`src/rtl/cpu_pipe_pkg.sv`:
```
// -----------------------------------------------------------------------------
// cpu_pipe_pkg
//   Shared types and constants for the CPU pipeline hazard controller.
//   - pipe_state_e : sequencer states RUN / MEM_WAIT / DRAIN / HALTED
//   - CPU_REG_W    : register-specifier width used by the pipeline
//   - STALL_* / FLUSH_* : bit positions inside the stall and flush vectors
//
//   Stall vector targets  : PC, IF_ID, ID_EX, EX_MEM   (STALL_IF..STALL_MEM)
//   Flush vector targets  : IF_ID, ID_EX, EX_MEM, MEM_WB (FLUSH_ID..FLUSH_WB)
//   Stall bit i (i >= 1) and flush bit i-1 act on the same stage register;
//   the top relies on that ordering when resolving stall/flush conflicts.
// -----------------------------------------------------------------------------
package cpu_pipe_pkg;

    typedef enum logic [1:0] {
        RUN      = 2'd0,
        MEM_WAIT = 2'd1,
        DRAIN    = 2'd2,
        HALTED   = 2'd3
    } pipe_state_e;

    localparam int CPU_REG_W = 5;

    localparam int N_STALL   = 4;
    localparam int N_FLUSH   = 4;

    localparam int STALL_IF  = 0;
    localparam int STALL_ID  = 1;
    localparam int STALL_EX  = 2;
    localparam int STALL_MEM = 3;

    localparam int FLUSH_ID  = 0;
    localparam int FLUSH_EX  = 1;
    localparam int FLUSH_MEM = 2;
    localparam int FLUSH_WB  = 3;

endpackage

```
`src/rtl/pipeline_hazard_ctrl_if.sv`:
```
// -----------------------------------------------------------------------------
// pipeline_hazard_ctrl_if
//   Bundle between the pipeline stage registers and the hazard controller.
//   master : pipeline side (drives hazard inputs, receives stall/flush)
//   slave  : hazard controller side
//
//   pipeline -> controller:
//     id_use_s, id_use_t, id_s_reg, id_t_reg   ID-stage source usage
//     ex_re, ex_use_dst_reg, ex_dst_reg        EX-stage load / destination
//     mem_re, mem_we, mem_rdy                  MEM-stage access handshake
//     mem_br_taken, mem_hlt                    MEM-stage control events
//   controller -> pipeline:
//     stall_if, stall_id, stall_ex, stall_mem  hold PC / IF_ID / ID_EX / EX_MEM
//     flush_id, flush_ex, flush_mem, flush_wb  bubble IF_ID / ID_EX / EX_MEM / MEM_WB
//     mem_timeout                              1-cycle pulse, access abandoned
//     halted                                   pipe drained after HLT (sticky)
// -----------------------------------------------------------------------------
interface pipeline_hazard_ctrl_if
    import cpu_pipe_pkg::*;
#(
    parameter int REG_W = CPU_REG_W
);

    logic             id_use_s;
    logic             id_use_t;
    logic [REG_W-1:0] id_s_reg;
    logic [REG_W-1:0] id_t_reg;
    logic             ex_re;
    logic             ex_use_dst_reg;
    logic [REG_W-1:0] ex_dst_reg;
    logic             mem_re;
    logic             mem_we;
    logic             mem_rdy;
    logic             mem_br_taken;
    logic             mem_hlt;

    logic             stall_if;
    logic             stall_id;
    logic             stall_ex;
    logic             stall_mem;
    logic             flush_id;
    logic             flush_ex;
    logic             flush_mem;
    logic             flush_wb;
    logic             mem_timeout;
    logic             halted;

    modport master (
        output id_use_s, id_use_t, id_s_reg, id_t_reg,
        output ex_re, ex_use_dst_reg, ex_dst_reg,
        output mem_re, mem_we, mem_rdy, mem_br_taken, mem_hlt,
        input  stall_if, stall_id, stall_ex, stall_mem,
        input  flush_id, flush_ex, flush_mem, flush_wb,
        input  mem_timeout, halted
    );

    modport slave (
        input  id_use_s, id_use_t, id_s_reg, id_t_reg,
        input  ex_re, ex_use_dst_reg, ex_dst_reg,
        input  mem_re, mem_we, mem_rdy, mem_br_taken, mem_hlt,
        output stall_if, stall_id, stall_ex, stall_mem,
        output flush_id, flush_ex, flush_mem, flush_wb,
        output mem_timeout, halted
    );

endinterface

```
`src/rtl/pipeline_hazard_ctrl_haz_detect.sv`:
```
// -----------------------------------------------------------------------------
// haz_detect
//   Combinational load-use comparator. Flags when the instruction in EX is a
//   load writing a non-zero register that the instruction in ID reads.
//   Ports:
//     id_use_s / id_use_t   in  ID instruction reads s / t register
//     id_s_reg / id_t_reg   in  ID source specifiers
//     ex_re                 in  EX instruction is a load
//     ex_use_dst_reg        in  EX instruction writes a destination
//     ex_dst_reg            in  EX destination specifier
//     load_use              out hazard present this cycle
// -----------------------------------------------------------------------------
module haz_detect
    import cpu_pipe_pkg::*;
#(
    parameter int REG_W = CPU_REG_W
) (
    input  logic             id_use_s,
    input  logic             id_use_t,
    input  logic [REG_W-1:0] id_s_reg,
    input  logic [REG_W-1:0] id_t_reg,
    input  logic             ex_re,
    input  logic             ex_use_dst_reg,
    input  logic [REG_W-1:0] ex_dst_reg,
    output logic             load_use
);

    logic [1:0]       src_use;
    logic [REG_W-1:0] src_reg [2];
    logic [1:0]       src_hit;

    assign src_use    = {id_use_t, id_use_s};
    assign src_reg[0] = id_s_reg;
    assign src_reg[1] = id_t_reg;

    generate
        for (genvar gi = 0; gi < 2; gi++) begin : g_src
            assign src_hit[gi] = src_use[gi] && (src_reg[gi] == ex_dst_reg);
        end
    endgenerate

    // Register 0 is hardwired, so a load targeting it never creates a hazard.
    assign load_use = ex_re && ex_use_dst_reg && (ex_dst_reg != '0) && (|src_hit);

endmodule

```
`src/rtl/pipeline_hazard_ctrl.sv`:
```
// -----------------------------------------------------------------------------
// pipeline_hazard_ctrl
//   Central stall/flush sequencer for the 5-stage pipeline. Detects load-use
//   hazards, holds the pipe during multi-cycle memory accesses (with timeout),
//   squashes wrong-path instructions on taken branches and drains the pipe on
//   HLT. Stall/flush outputs are combinational from state and inputs so they
//   act in the same cycle; state and counters are registered.
//
//   Ports:
//     clk, rst_n   clock, asynchronous active-low reset
//     haz          pipeline_hazard_ctrl_if.slave (hazard inputs, stall/flush,
//                  mem_timeout, halted)
//   Optional (macro PIPE_HAZ_PERF_EN defined):
//     perf_stall_cnt[31:0]  cycles with any stall asserted
//     perf_flush_cnt[31:0]  branch-flush events
//     perf_to_cnt[15:0]     memory timeouts
//   Counters wrap modulo their width and reset to 0.
//
//   Parameters: REG_W, MEM_TO_MAX (MEM wait limit), DRAIN_CYC (HLT-in-MEM to
//   halted latency in cycles).
//   Priority each cycle: HLT > memory wait > branch > load-use.
// -----------------------------------------------------------------------------
module pipeline_hazard_ctrl
    import cpu_pipe_pkg::*;
#(
    parameter int REG_W      = CPU_REG_W,
    parameter int MEM_TO_MAX = 64,
    parameter int DRAIN_CYC  = 2
) (
    input  logic                 clk,
    input  logic                 rst_n,
    pipeline_hazard_ctrl_if.slave haz
`ifdef PIPE_HAZ_PERF_EN
    ,
    output logic [31:0]          perf_stall_cnt,
    output logic [31:0]          perf_flush_cnt,
    output logic [15:0]          perf_to_cnt
`endif
);

    localparam int WAIT_W  = $clog2(MEM_TO_MAX + 1);
    localparam int DRAIN_W = $clog2(DRAIN_CYC + 1);

    pipe_state_e        state_q, state_d;
    logic [WAIT_W-1:0]  wait_cnt_q, wait_cnt_d;
    logic [DRAIN_W-1:0] drain_cnt_q, drain_cnt_d;
    logic [DRAIN_W-1:0] drain_nxt;

    logic [N_STALL-1:0] stall_raw;
    logic [N_STALL-1:0] stall_res;
    logic [N_FLUSH-1:0] flush_raw;
    logic               timeout;
    logic               br_flush;
    logic               load_use;
    logic               mem_req;
    logic               run_like;

    haz_detect #(
        .REG_W (REG_W)
    ) u_haz_detect (
        .id_use_s       (haz.id_use_s),
        .id_use_t       (haz.id_use_t),
        .id_s_reg       (haz.id_s_reg),
        .id_t_reg       (haz.id_t_reg),
        .ex_re          (haz.ex_re),
        .ex_use_dst_reg (haz.ex_use_dst_reg),
        .ex_dst_reg     (haz.ex_dst_reg),
        .load_use       (load_use)
    );

    always_comb begin
        state_d     = state_q;
        wait_cnt_d  = wait_cnt_q;
        drain_cnt_d = drain_cnt_q;
        stall_raw   = '0;
        flush_raw   = '0;
        timeout     = 1'b0;
        br_flush    = 1'b0;
        mem_req     = haz.mem_re | haz.mem_we;
        drain_nxt   = drain_cnt_q + DRAIN_W'(1);

        // The cycle on which a pending access completes behaves like RUN:
        // a branch or HLT held off by the wait is acted on right here.
        run_like = (state_q == RUN) || ((state_q == MEM_WAIT) && haz.mem_rdy);

        case (state_q)
            MEM_WAIT: begin
                if (!haz.mem_rdy) begin
                    if (wait_cnt_q == WAIT_W'(MEM_TO_MAX)) begin
                        // Give up on the access: pulse timeout and let the pipe go.
                        timeout    = 1'b1;
                        state_d    = RUN;
                        wait_cnt_d = '0;
                    end else begin
                        stall_raw           = '1;
                        flush_raw[FLUSH_WB] = 1'b1;
                        // Never passes MEM_TO_MAX: the limit is caught above.
                        wait_cnt_d          = wait_cnt_q + WAIT_W'(1);
                    end
                end else begin
                    state_d    = RUN;
                    wait_cnt_d = '0;
                end
            end
            DRAIN: begin
                stall_raw[STALL_IF]  = 1'b1;
                flush_raw[FLUSH_ID]  = 1'b1;
                flush_raw[FLUSH_EX]  = 1'b1;
                flush_raw[FLUSH_MEM] = 1'b1;
                drain_cnt_d          = drain_nxt;
                // HLT cycle plus DRAIN_CYC-1 drain cycles, then halted shows.
                if (drain_nxt >= DRAIN_W'(DRAIN_CYC - 1)) begin
                    state_d = HALTED;
                end
            end
            HALTED: begin
                stall_raw[STALL_IF]  = 1'b1;
                flush_raw[FLUSH_ID]  = 1'b1;
                flush_raw[FLUSH_EX]  = 1'b1;
                flush_raw[FLUSH_MEM] = 1'b1;
            end
            default: ;
        endcase

        if (run_like) begin
            if (haz.mem_hlt) begin
                stall_raw[STALL_IF]  = 1'b1;
                flush_raw[FLUSH_ID]  = 1'b1;
                flush_raw[FLUSH_EX]  = 1'b1;
                flush_raw[FLUSH_MEM] = 1'b1;
                state_d              = DRAIN;
                drain_cnt_d          = '0;
            end else if ((state_q == RUN) && mem_req && !haz.mem_rdy) begin
                stall_raw           = '1;
                flush_raw[FLUSH_WB] = 1'b1;
                state_d             = MEM_WAIT;
                wait_cnt_d          = WAIT_W'(1);
            end else if (haz.mem_br_taken) begin
                // Wrong-path instructions in IF_ID, ID_EX, EX_MEM are squashed;
                // this also overrides any load-use stall for the cycle.
                flush_raw[FLUSH_ID]  = 1'b1;
                flush_raw[FLUSH_EX]  = 1'b1;
                flush_raw[FLUSH_MEM] = 1'b1;
                br_flush             = 1'b1;
            end else if (load_use) begin
                stall_raw[STALL_IF] = 1'b1;
                stall_raw[STALL_ID] = 1'b1;
                flush_raw[FLUSH_EX] = 1'b1;
            end
        end
    end

    // A register that is being flushed must not also be held: flush wins.
    // PC has no flush, so stall_if passes straight through.
    assign stall_res[STALL_IF] = stall_raw[STALL_IF];
    generate
        for (genvar gi = 1; gi < N_STALL; gi++) begin : g_resolve
            assign stall_res[gi] = stall_raw[gi] & ~flush_raw[gi-1];
        end
    endgenerate

    always_ff @(posedge clk or negedge rst_n) begin
        if (!rst_n) begin
            state_q     <= RUN;
            wait_cnt_q  <= '0;
            drain_cnt_q <= '0;
        end else begin
            state_q     <= state_d;
            wait_cnt_q  <= wait_cnt_d;
            drain_cnt_q <= drain_cnt_d;
        end
    end

    // Outputs are forced low while reset is held, even if inputs would
    // otherwise raise a combinational stall or flush.
    assign haz.stall_if    = rst_n & stall_res[STALL_IF];
    assign haz.stall_id    = rst_n & stall_res[STALL_ID];
    assign haz.stall_ex    = rst_n & stall_res[STALL_EX];
    assign haz.stall_mem   = rst_n & stall_res[STALL_MEM];
    assign haz.flush_id    = rst_n & flush_raw[FLUSH_ID];
    assign haz.flush_ex    = rst_n & flush_raw[FLUSH_EX];
    assign haz.flush_mem   = rst_n & flush_raw[FLUSH_MEM];
    assign haz.flush_wb    = rst_n & flush_raw[FLUSH_WB];
    assign haz.mem_timeout = rst_n & timeout;
    assign haz.halted      = rst_n & (state_q == HALTED);

`ifdef PIPE_HAZ_PERF_EN
    logic [31:0] perf_stall_q, perf_stall_d;
    logic [31:0] perf_flush_q, perf_flush_d;
    logic [15:0] perf_to_q,    perf_to_d;

    always_comb begin
        perf_stall_d = perf_stall_q + {31'd0, |stall_res};
        perf_flush_d = perf_flush_q + {31'd0, br_flush};
        perf_to_d    = perf_to_q    + {15'd0, timeout};
    end

    always_ff @(posedge clk or negedge rst_n) begin
        if (!rst_n) begin
            perf_stall_q <= '0;
            perf_flush_q <= '0;
            perf_to_q    <= '0;
        end else begin
            perf_stall_q <= perf_stall_d;
            perf_flush_q <= perf_flush_d;
            perf_to_q    <= perf_to_d;
        end
    end

    assign perf_stall_cnt = perf_stall_q;
    assign perf_flush_cnt = perf_flush_q;
    assign perf_to_cnt    = perf_to_q;
`endif

endmodule

```
`src/flat_wrapper.sv`:
```
// flat-port wrapper written by rule: the top's interface ports become plain ports
module pipeline_hazard_ctrl_flat import cpu_pipe_pkg::*;
#(
    parameter int REG_W      = CPU_REG_W,
    parameter int MEM_TO_MAX = 64,
    parameter int DRAIN_CYC  = 2
)
  (clk, rst_n, haz_id_use_s, haz_id_use_t, haz_id_s_reg, haz_id_t_reg, haz_ex_re, haz_ex_use_dst_reg, haz_ex_dst_reg, haz_mem_re, haz_mem_we, haz_mem_rdy, haz_mem_br_taken, haz_mem_hlt, haz_stall_if, haz_stall_id, haz_stall_ex, haz_stall_mem, haz_flush_id, haz_flush_ex, haz_flush_mem, haz_flush_wb, haz_mem_timeout, haz_halted);
  pipeline_hazard_ctrl_if #(.REG_W(REG_W)) haz_i ();
  input  logic clk;
  input  logic rst_n;
  input wire logic [$bits(haz_i.id_use_s)-1:0] haz_id_use_s;
  input wire logic [$bits(haz_i.id_use_t)-1:0] haz_id_use_t;
  input wire logic [$bits(haz_i.id_s_reg)-1:0] haz_id_s_reg;
  input wire logic [$bits(haz_i.id_t_reg)-1:0] haz_id_t_reg;
  input wire logic [$bits(haz_i.ex_re)-1:0] haz_ex_re;
  input wire logic [$bits(haz_i.ex_use_dst_reg)-1:0] haz_ex_use_dst_reg;
  input wire logic [$bits(haz_i.ex_dst_reg)-1:0] haz_ex_dst_reg;
  input wire logic [$bits(haz_i.mem_re)-1:0] haz_mem_re;
  input wire logic [$bits(haz_i.mem_we)-1:0] haz_mem_we;
  input wire logic [$bits(haz_i.mem_rdy)-1:0] haz_mem_rdy;
  input wire logic [$bits(haz_i.mem_br_taken)-1:0] haz_mem_br_taken;
  input wire logic [$bits(haz_i.mem_hlt)-1:0] haz_mem_hlt;
  output wire logic [$bits(haz_i.stall_if)-1:0] haz_stall_if;
  output wire logic [$bits(haz_i.stall_id)-1:0] haz_stall_id;
  output wire logic [$bits(haz_i.stall_ex)-1:0] haz_stall_ex;
  output wire logic [$bits(haz_i.stall_mem)-1:0] haz_stall_mem;
  output wire logic [$bits(haz_i.flush_id)-1:0] haz_flush_id;
  output wire logic [$bits(haz_i.flush_ex)-1:0] haz_flush_ex;
  output wire logic [$bits(haz_i.flush_mem)-1:0] haz_flush_mem;
  output wire logic [$bits(haz_i.flush_wb)-1:0] haz_flush_wb;
  output wire logic [$bits(haz_i.mem_timeout)-1:0] haz_mem_timeout;
  output wire logic [$bits(haz_i.halted)-1:0] haz_halted;
  assign haz_i.id_use_s = haz_id_use_s;
  assign haz_i.id_use_t = haz_id_use_t;
  assign haz_i.id_s_reg = haz_id_s_reg;
  assign haz_i.id_t_reg = haz_id_t_reg;
  assign haz_i.ex_re = haz_ex_re;
  assign haz_i.ex_use_dst_reg = haz_ex_use_dst_reg;
  assign haz_i.ex_dst_reg = haz_ex_dst_reg;
  assign haz_i.mem_re = haz_mem_re;
  assign haz_i.mem_we = haz_mem_we;
  assign haz_i.mem_rdy = haz_mem_rdy;
  assign haz_i.mem_br_taken = haz_mem_br_taken;
  assign haz_i.mem_hlt = haz_mem_hlt;
  assign haz_stall_if = haz_i.stall_if;
  assign haz_stall_id = haz_i.stall_id;
  assign haz_stall_ex = haz_i.stall_ex;
  assign haz_stall_mem = haz_i.stall_mem;
  assign haz_flush_id = haz_i.flush_id;
  assign haz_flush_ex = haz_i.flush_ex;
  assign haz_flush_mem = haz_i.flush_mem;
  assign haz_flush_wb = haz_i.flush_wb;
  assign haz_mem_timeout = haz_i.mem_timeout;
  assign haz_halted = haz_i.halted;
  pipeline_hazard_ctrl #(.REG_W(REG_W), .MEM_TO_MAX(MEM_TO_MAX), .DRAIN_CYC(DRAIN_CYC)) u_core (.clk(clk), .rst_n(rst_n), .haz(haz_i));
endmodule
```
`config.mk`:
```
export PLATFORM = sky130hd
export DESIGN_NAME = pipeline_hazard_ctrl_flat
export DESIGN_NICKNAME = d
export VERILOG_FILES = /design/src/rtl/cpu_pipe_pkg.sv /design/src/rtl/pipeline_hazard_ctrl_if.sv /design/src/rtl/pipeline_hazard_ctrl_haz_detect.sv /design/src/rtl/pipeline_hazard_ctrl.sv /design/src/flat_wrapper.sv
export SDC_FILE = /design/constraint.sdc
export NUM_CORES = 1
export LEC_CHECK = 0
export CORE_UTILIZATION = 42
export CTS_BUF_LIST = sky130_fd_sc_hd__clkbuf_2
export CTS_CLUSTER_DIAMETER = 50
export DETAILED_ROUTE_END_ITERATION = 10
export PLACE_DENSITY = 0.79
export SLEW_MARGIN = 20
export SYNTH_ARGS = -nofsm -noshare
export SYNTH_HDL_FRONTEND = slang
export SYNTH_SLANG_ARGS = --single-unit
```
`constraint.sdc`:
```
create_clock -name clk -period 1.8 [get_ports clk]
set_clock_uncertainty 0.2 [all_clocks]
set_input_delay 0.27 -clock clk [delete_from_list [all_inputs] [get_ports clk]]
set_output_delay 0.27 -clock clk [all_outputs]
set_load 0.01 [all_outputs]
```
==> impl_metrics.yaml, run 1 <==
run_status:
  status: "finished, violations left"
  violations: "setup timing"
timing:
  post-route-period-util: 1.45
  hold_violations: 0
  drv_slew: 0
  finalCriticalPeriod_ns: 2.61
  worstMarginPinSlew_ns: 0.427
  rsz0062_at_grt: "yes"
  fmax_mhz: 383
  finalSetupViolations: 18
  finalWorstSetupSlack_ns: -0.814
  relSlewSlack: 0.713
  whs_ns: 0.0570
pwr:
  p_clk_frac: 0.058
  comb_power_share: 0.784
  switchingPower_uw: 1140
  p_per_area_nw_per_um2: 1190
  p_int_uw: 1370
  switching_share: 0.453
  p_leak_uw: 0.00101
  peakVddDrop_mv: 1.16
  report.power.total_uw: 2510
  p_seq_frac: 0.158
clock_network:
  htreeDepth: 1
  clk_path_buf_depth: 2
  cts_tree: "built"
  cts_buffers: 3
  cts.sinks: 11
  cts_hold_buf: 0
  clkSlewWorstSetupHoldPaths_ns: 0.10
  ctsRootBufferMaster: "clkbuf_2"
  clock_latency_ns: 0.27
global_route:
  grt_pass1_wl_um: 6660
  antenna_found_initial: 0
  groute.usage.overall: 0.358
  grt_pass1_vias: 1400
  grt_max_degree: 10
  grt-ovfl-total: 0
finish:
  layout_commonest_cell: "buf_4"
  design_area_um2: 2100
  final_cell_mix: "buf_4 (49), clkdlybuf4s50_1 (13), nor2_1 (12)"
  diodes: 0
  nFillCells: 64
  final_nets: 254
  drive_above_1_share: 0.546
  area_delta_synth_final_pct: 110
setup_path:
  r2r_cells: 9
  crit_type: "flop to output port"
  critPathMaxFanout: 3
  startpoint_type: "flop"
  crit_path_end_kind: "output port"
  crit_arrival_ns: 2.14
  required_ns: 1.33
die:
  die_h_um: 50.9
  design.core.area_um2: 2230
  ios: 36
  fp-row-count: 17
  die_w_um: 50.9
  initial_utilization: 0.449
  die_area_um2: 2590
logic_synthesis:
  netlist_instances: 124
  seq_area_frac_synth: 0.275
  synthArstFlopShare: 1.00
  synthFlopType: "dfrtp_1"
  netlist_area_um2: 1000
  ys_warn_count: 0
  synth_cell_type_count: 38
  synthTopCellsByArea: "dfrtp_1 (27%), ha_1 (11%), xor2_1 (7.0%)"
  yosys.area.top_type: "dfrtp_1"
  syn-mean-instance-area_um2: 8.08
  synth.top_cell.area_share: 0.275
  syn_nets: 159
  ys_seq_elements: 11
  synth-edff-count: 0
drt:
  vias: 1560
  wl_per_cell_um: 24.3
  ant_nets: 0
  drt_iter0_markers: 88
  viasPerCell: 6.34
  drc: 0
  drt-pass1-iter-count: 5
  wirelength_um: 5980
placed_design:
  dp_slack_ns: -1.20
  dp_hpwl_um: 2550
  dpl_cell_area_um2: 1700
  place_congestion: 0.861
  io_buffers: 35
hold_path:
  holdCritPathClass: "primary input to asynchronous set/reset pin"
run:
  max_cap_viol_count: 0
## state kept, by name, summed over array words and instances, names as in the netlist
name / flops
u_core.drain_cnt_q: 2
u_core.state_q: 2
u_core.wait_cnt_q: 7
## metrics by stage
step                      utilization  cells  TNS [ns]
after floorplan                     -    124    -0.809
after detailed placement        0.761    221    -10.05
after global placement          0.761    221     -9.47
after CTS                       0.837    238     -5.45
final                           0.942    246     -7.81
after global routing            0.942    246     -8.96
## metal layers
layer,up-vias,global-route usage,share of wire
li1,628,-,-
met1,726,0.396,0.34
met2,143,0.618,0.47
met3,63,0.0833,0.11
met4,0,0.222,0.081
met5,-,0,0
## cells by family (layout without fill, tap and decap cells)
group	Yosys count	count (layout)	share of synthesized area
XOR/XNOR	11	11	0.0961
multiplexers	1	1	0.00999
flip-flops	11	11	0.275
adder cells (fa/ha/maj)	9	9	0.112
AND/OR/NAND/NOR	49	49	0.237
buffers and inverters	12	106	0.0562
AO/OA/AOI/OAI	31	31	0.213
## timing repair
action	4_1_cts	5_1_grt
endpoints found under the setup margin	21	20
gates resized for setup	64	49
cloned	0	0
pin swaps	12	17
setup buffers	13	8
## critical path: stages (launching register included)
cell and delay (ns):
dfrtp_1 0.42, inv_2 0.12, ha_4 0.17, inv_2 0.06, nor3_2 0.23, nand2_1 0.17
o22a_1 0.30, buf_4 0.16, nor2_2 0.11, buf_2 0.16
## area by class of cell
cell class | count | area, um^2 | area share
multi-input combinational | 101 | 926 | 0.440
inverter | 9 | 33.8 | 0.0161
clock buffer | 4 | 20.0 | 0.00952
timing repair buffer | 93 | 812 | 0.386
sequential | 11 | 277 | 0.131
tap | 28 | 35.0 | 0.0167
## synthesized netlist by cell type, drive strengths merged, types with 2 or more instances
| cell | n |
|---|---|
| a21o | 2 |
| ha | 9 |
| o41ai | 2 |
| nand3 | 4 |
| buf | 2 |
| and2 | 4 |
| o31ai | 2 |
| o21ai | 9 |
| nor4 | 4 |
| a21oi | 5 |
| nor2 | 18 |
| nor2b | 3 |
| a311oi | 2 |
| xor2 | 8 |
| inv | 9 |
| xnor2 | 3 |
| dfrtp | 11 |
| nor3 | 3 |
| nand2 | 9 |
## worst paths after layout
path | start | to | slack [ns]
min in group clk | u_core.drain_cnt_q[1] | u_core.drain_cnt_q[1] | 0.37
min | rst_n | u_core.drain_cnt_q[1] | 0.06
max reg2reg | u_core.wait_cnt_q[3] | u_core.wait_cnt_q[0] | -0.33
max in group asynchronous | rst_n | u_core.state_q[0] | 1.16
min reg2reg | u_core.drain_cnt_q[1] | u_core.drain_cnt_q[1] | 0.37
max | u_core.state_q[1] | haz_stall_ex | -0.81
## power by group through the flow
stage                     clock network, uW  registers (uW)  logic, uW
final                                   145             398       1970
after global placement                    0             388       1270
after global routing                    151             399       2060
after detailed placement                  0             395       1320
after CTS                               146             392       1430
after floorplan                           0             402        698
No activity file was read; power rests on OpenSTA's default activity.
==> inputs of run 2 (changes only) <==
--- a/config.mk
+++ b/config.mk
@@ -10,6 +10,7 @@
 export CTS_CLUSTER_DIAMETER = 50
 export DETAILED_ROUTE_END_ITERATION = 10
 export PLACE_DENSITY = 0.79
+export SETUP_SLACK_MARGIN = 0.15
 export SLEW_MARGIN = 20
 export SYNTH_ARGS = -nofsm -noshare
 export SYNTH_HDL_FRONTEND = slang
==> run 2 against run 1 <==
  * The run still ends with setup timing left
  * Fmax rose by 3.5%
  * Worst setup slack improved by 0.089 ns
  * Power fell by 5.3%
  * Critical path type unchanged
==> impl_metrics.yaml, run 2 (same netlist as run 1, synthesis figures left out) <==
placed_design:
  io_buffers: 35
  dp_cells: 217
  dp_hpwl_um: 2480
  place_congestion: 0.893
drt:
  wl_met3_um: 342
  vias: 1394
  ant_nets: 0
  drc: 0
  wl_met2_um: 2380
  viasPerCell: 5.83
  top_layer: "met4"
  drt_iter0_markers: 32
  wirelength_um: 4880
  wl_per_cell_um: 20.4
  wl_met1_um: 1900
  drt-pass1-iter-count: 4
setup_path:
  crit_path_end_kind: "output port"
  timing.rr.end: "u_core.wait_cnt_q[5]"
  startpoint_type: "flop"
  slowest_delay_ns: 0.46
  slowest_stage: "dfrtp_2"
  cp_num_cells: 9
  crit_end: "haz_stall_id"
  cp_num_buf_inv: 3
  path_common_cell: "buf_6"
  crit_arrival_ns: 2.06
  critPathLaunch: "u_core.state_q[0]"
  rrSetupSlack_ns: -0.38
  r2r_cells: 9
  critPathMaxFanout: 4
  crit_type: "flop to output port"
  r2r-start: "u_core.state_q[1]"
  required_ns: 1.33
  path_cells: "buf_6 > ha_4 > a21o_4 > and4b_1 > o21ai_2 > o22a_1 > buf_6 > o41ai_2 > buf_2"
  path_delay_family: "compound AO/OA/AOI/OAI gates"
finish:
  final_cell_mix: "buf_4 (42), clkdlybuf4s50_1 (13), nor2_1 (11), buf_6 (11), dfrtp_1 (10)"
  area_delta_synth_final_pct: 99.9
  multi_input_area_um2: 885
  layout_commonest_cell: "buf_4"
  nFillCells: 84
  top_register: "u_core.wait_cnt_q"
  largest_reg_flops: 7
  stdcell_count: 239
  final_nets: 247
  largestRegisters: "u_core.wait_cnt_q: 7 flops, u_core.drain_cnt_q: 2 flops, u_core.state_q: 2 flops"
  drive_above_1_share: 0.521
  diodes: 0
  seqCellArea_um2: 277
clock_network:
  cts_buffers: 3
  htreeDepth: 1
  clkSlewWorstSetupHoldPaths_ns: 0.12
  cts_tree: "built"
  clk_path_buf_depth: 2
  cts.sinks: 11
  clock_latency_ns: 0.27
  ctsRootBufferMaster: "clkbuf_2"
die:
  die_w_um: 50.9
  design.core.area_um2: 2230
  fp-row-count: 17
  die_area_um2: 2590
  die_h_um: 50.9
  initial_utilization: 0.449
  ios: 36
global_route:
  antenna_found_initial: 0
  groute.usage.overall: 0.320
  grt_pass1_wl_um: 6070
  grt_pass1_vias: 1310
  grt-ovfl-total: 0
  grt_max_degree: 15
timing:
  hold_violations: 0
  post-route-period-util: 1.40
  finalCriticalPeriod_ns: 2.53
  finalWorstSetupSlack_ns: -0.725
  finalSetupViolations: 17
  fmax_mhz: 396
  relSlewSlack: 0.759
  worstMarginPinSlew_ns: 0.360
  whs_ns: 0.209
  drv_slew: 0
  rsz0062_at_grt: "yes"
hold_path:
  holdCritPathClass: "primary input to asynchronous set/reset pin"
run_status:
  status: "finished, violations left"
  violations: "setup timing"
pwr:
  p_leak_uw: 0.000965
  peakVddDrop_mv: 1.06
  p_per_area_nw_per_um2: 1190
run:
  max_cap_viol_count: 0
run 2: area by class of cell:
type | instances | area share
multi-input combinational | 101 | 0.442
timing repair buffer | 86 | 0.375
sequential | 11 | 0.138
inverter | 9 | 0.0181
tap | 28 | 0.0175
clock buffer | 3 | 0.00750
clock inverter | 1 | 0.00250
run 2: power by group:
part / leakage, uW / internal (uW) / switching (uW) / total (uW)
combinational: 0.000804 / 941 / 901 / 1840
clock: 0.0000164 / 50.2 / 87.6 / 138
sequential: 0.000144 / 327 / 70.3 / 397
run 2: layer usage:
metal | GRT usage | up-vias
li1 | - | 619
met2 | 0.578 | 79
met4 | 0.120 | 0
met1 | 0.376 | 667
met3 | 0.0536 | 29
met5 | 0 | -
run 2: metrics by stage:
| step | util | worst slack [ns] | TNS, ns | cell area [um^2] | total power (uW) |
|---|---|---|---|---|---|
| floorplan | - | -0.199 | -0.809 | 1060 | 1100 |
| global placement | 0.747 | -1.05 | -10.59 | 1670 | 1620 |
| detailed placement | 0.747 | -1.08 | -11.03 | 1670 | 1680 |
| CTS | 0.831 | -0.662 | -5.25 | 1860 | 2020 |
| global route | 0.897 | -0.812 | -8.43 | 2000 | 2500 |
| finish | 0.897 | -0.725 | -7.20 | 2000 | 2380 |
run 2: how the worst min path moves through the flow:
stage,from,slack [ns],endpoint,cells past startpoint
after detailed placement,u_core.drain_cnt_q[1],0.33,u_core.drain_cnt_q[1],2
after floorplan,rst_n,-0.23,u_core.drain_cnt_q[0],0
after CTS,rst_n,0.21,u_core.wait_cnt_q[0],3
after global routing,rst_n,0.21,u_core.wait_cnt_q[1],3
after global placement,u_core.drain_cnt_q[1],0.31,u_core.drain_cnt_q[1],2
final,rst_n,0.21,u_core.wait_cnt_q[1],3
run 2: timing repair:
action,4_1_cts,5_1_grt
hold buffers,0,0
pin swaps,13,14
setup endpoints to repair,21,21
gates resized for setup,71,36
gates cloned,0,0
buffers inserted,12,6
run 2: worst register-to-register path: stages, from the launching register on:
cell and delay [ns]:
dfrtp_1 0.43, inv_2 0.12, ha_4 0.17, inv_2 0.06, buf_6 0.12, a311o_1 0.36
buf_6 0.17, o21ai_1 0.28, a21oi_2 0.11, nor2_1 0.10
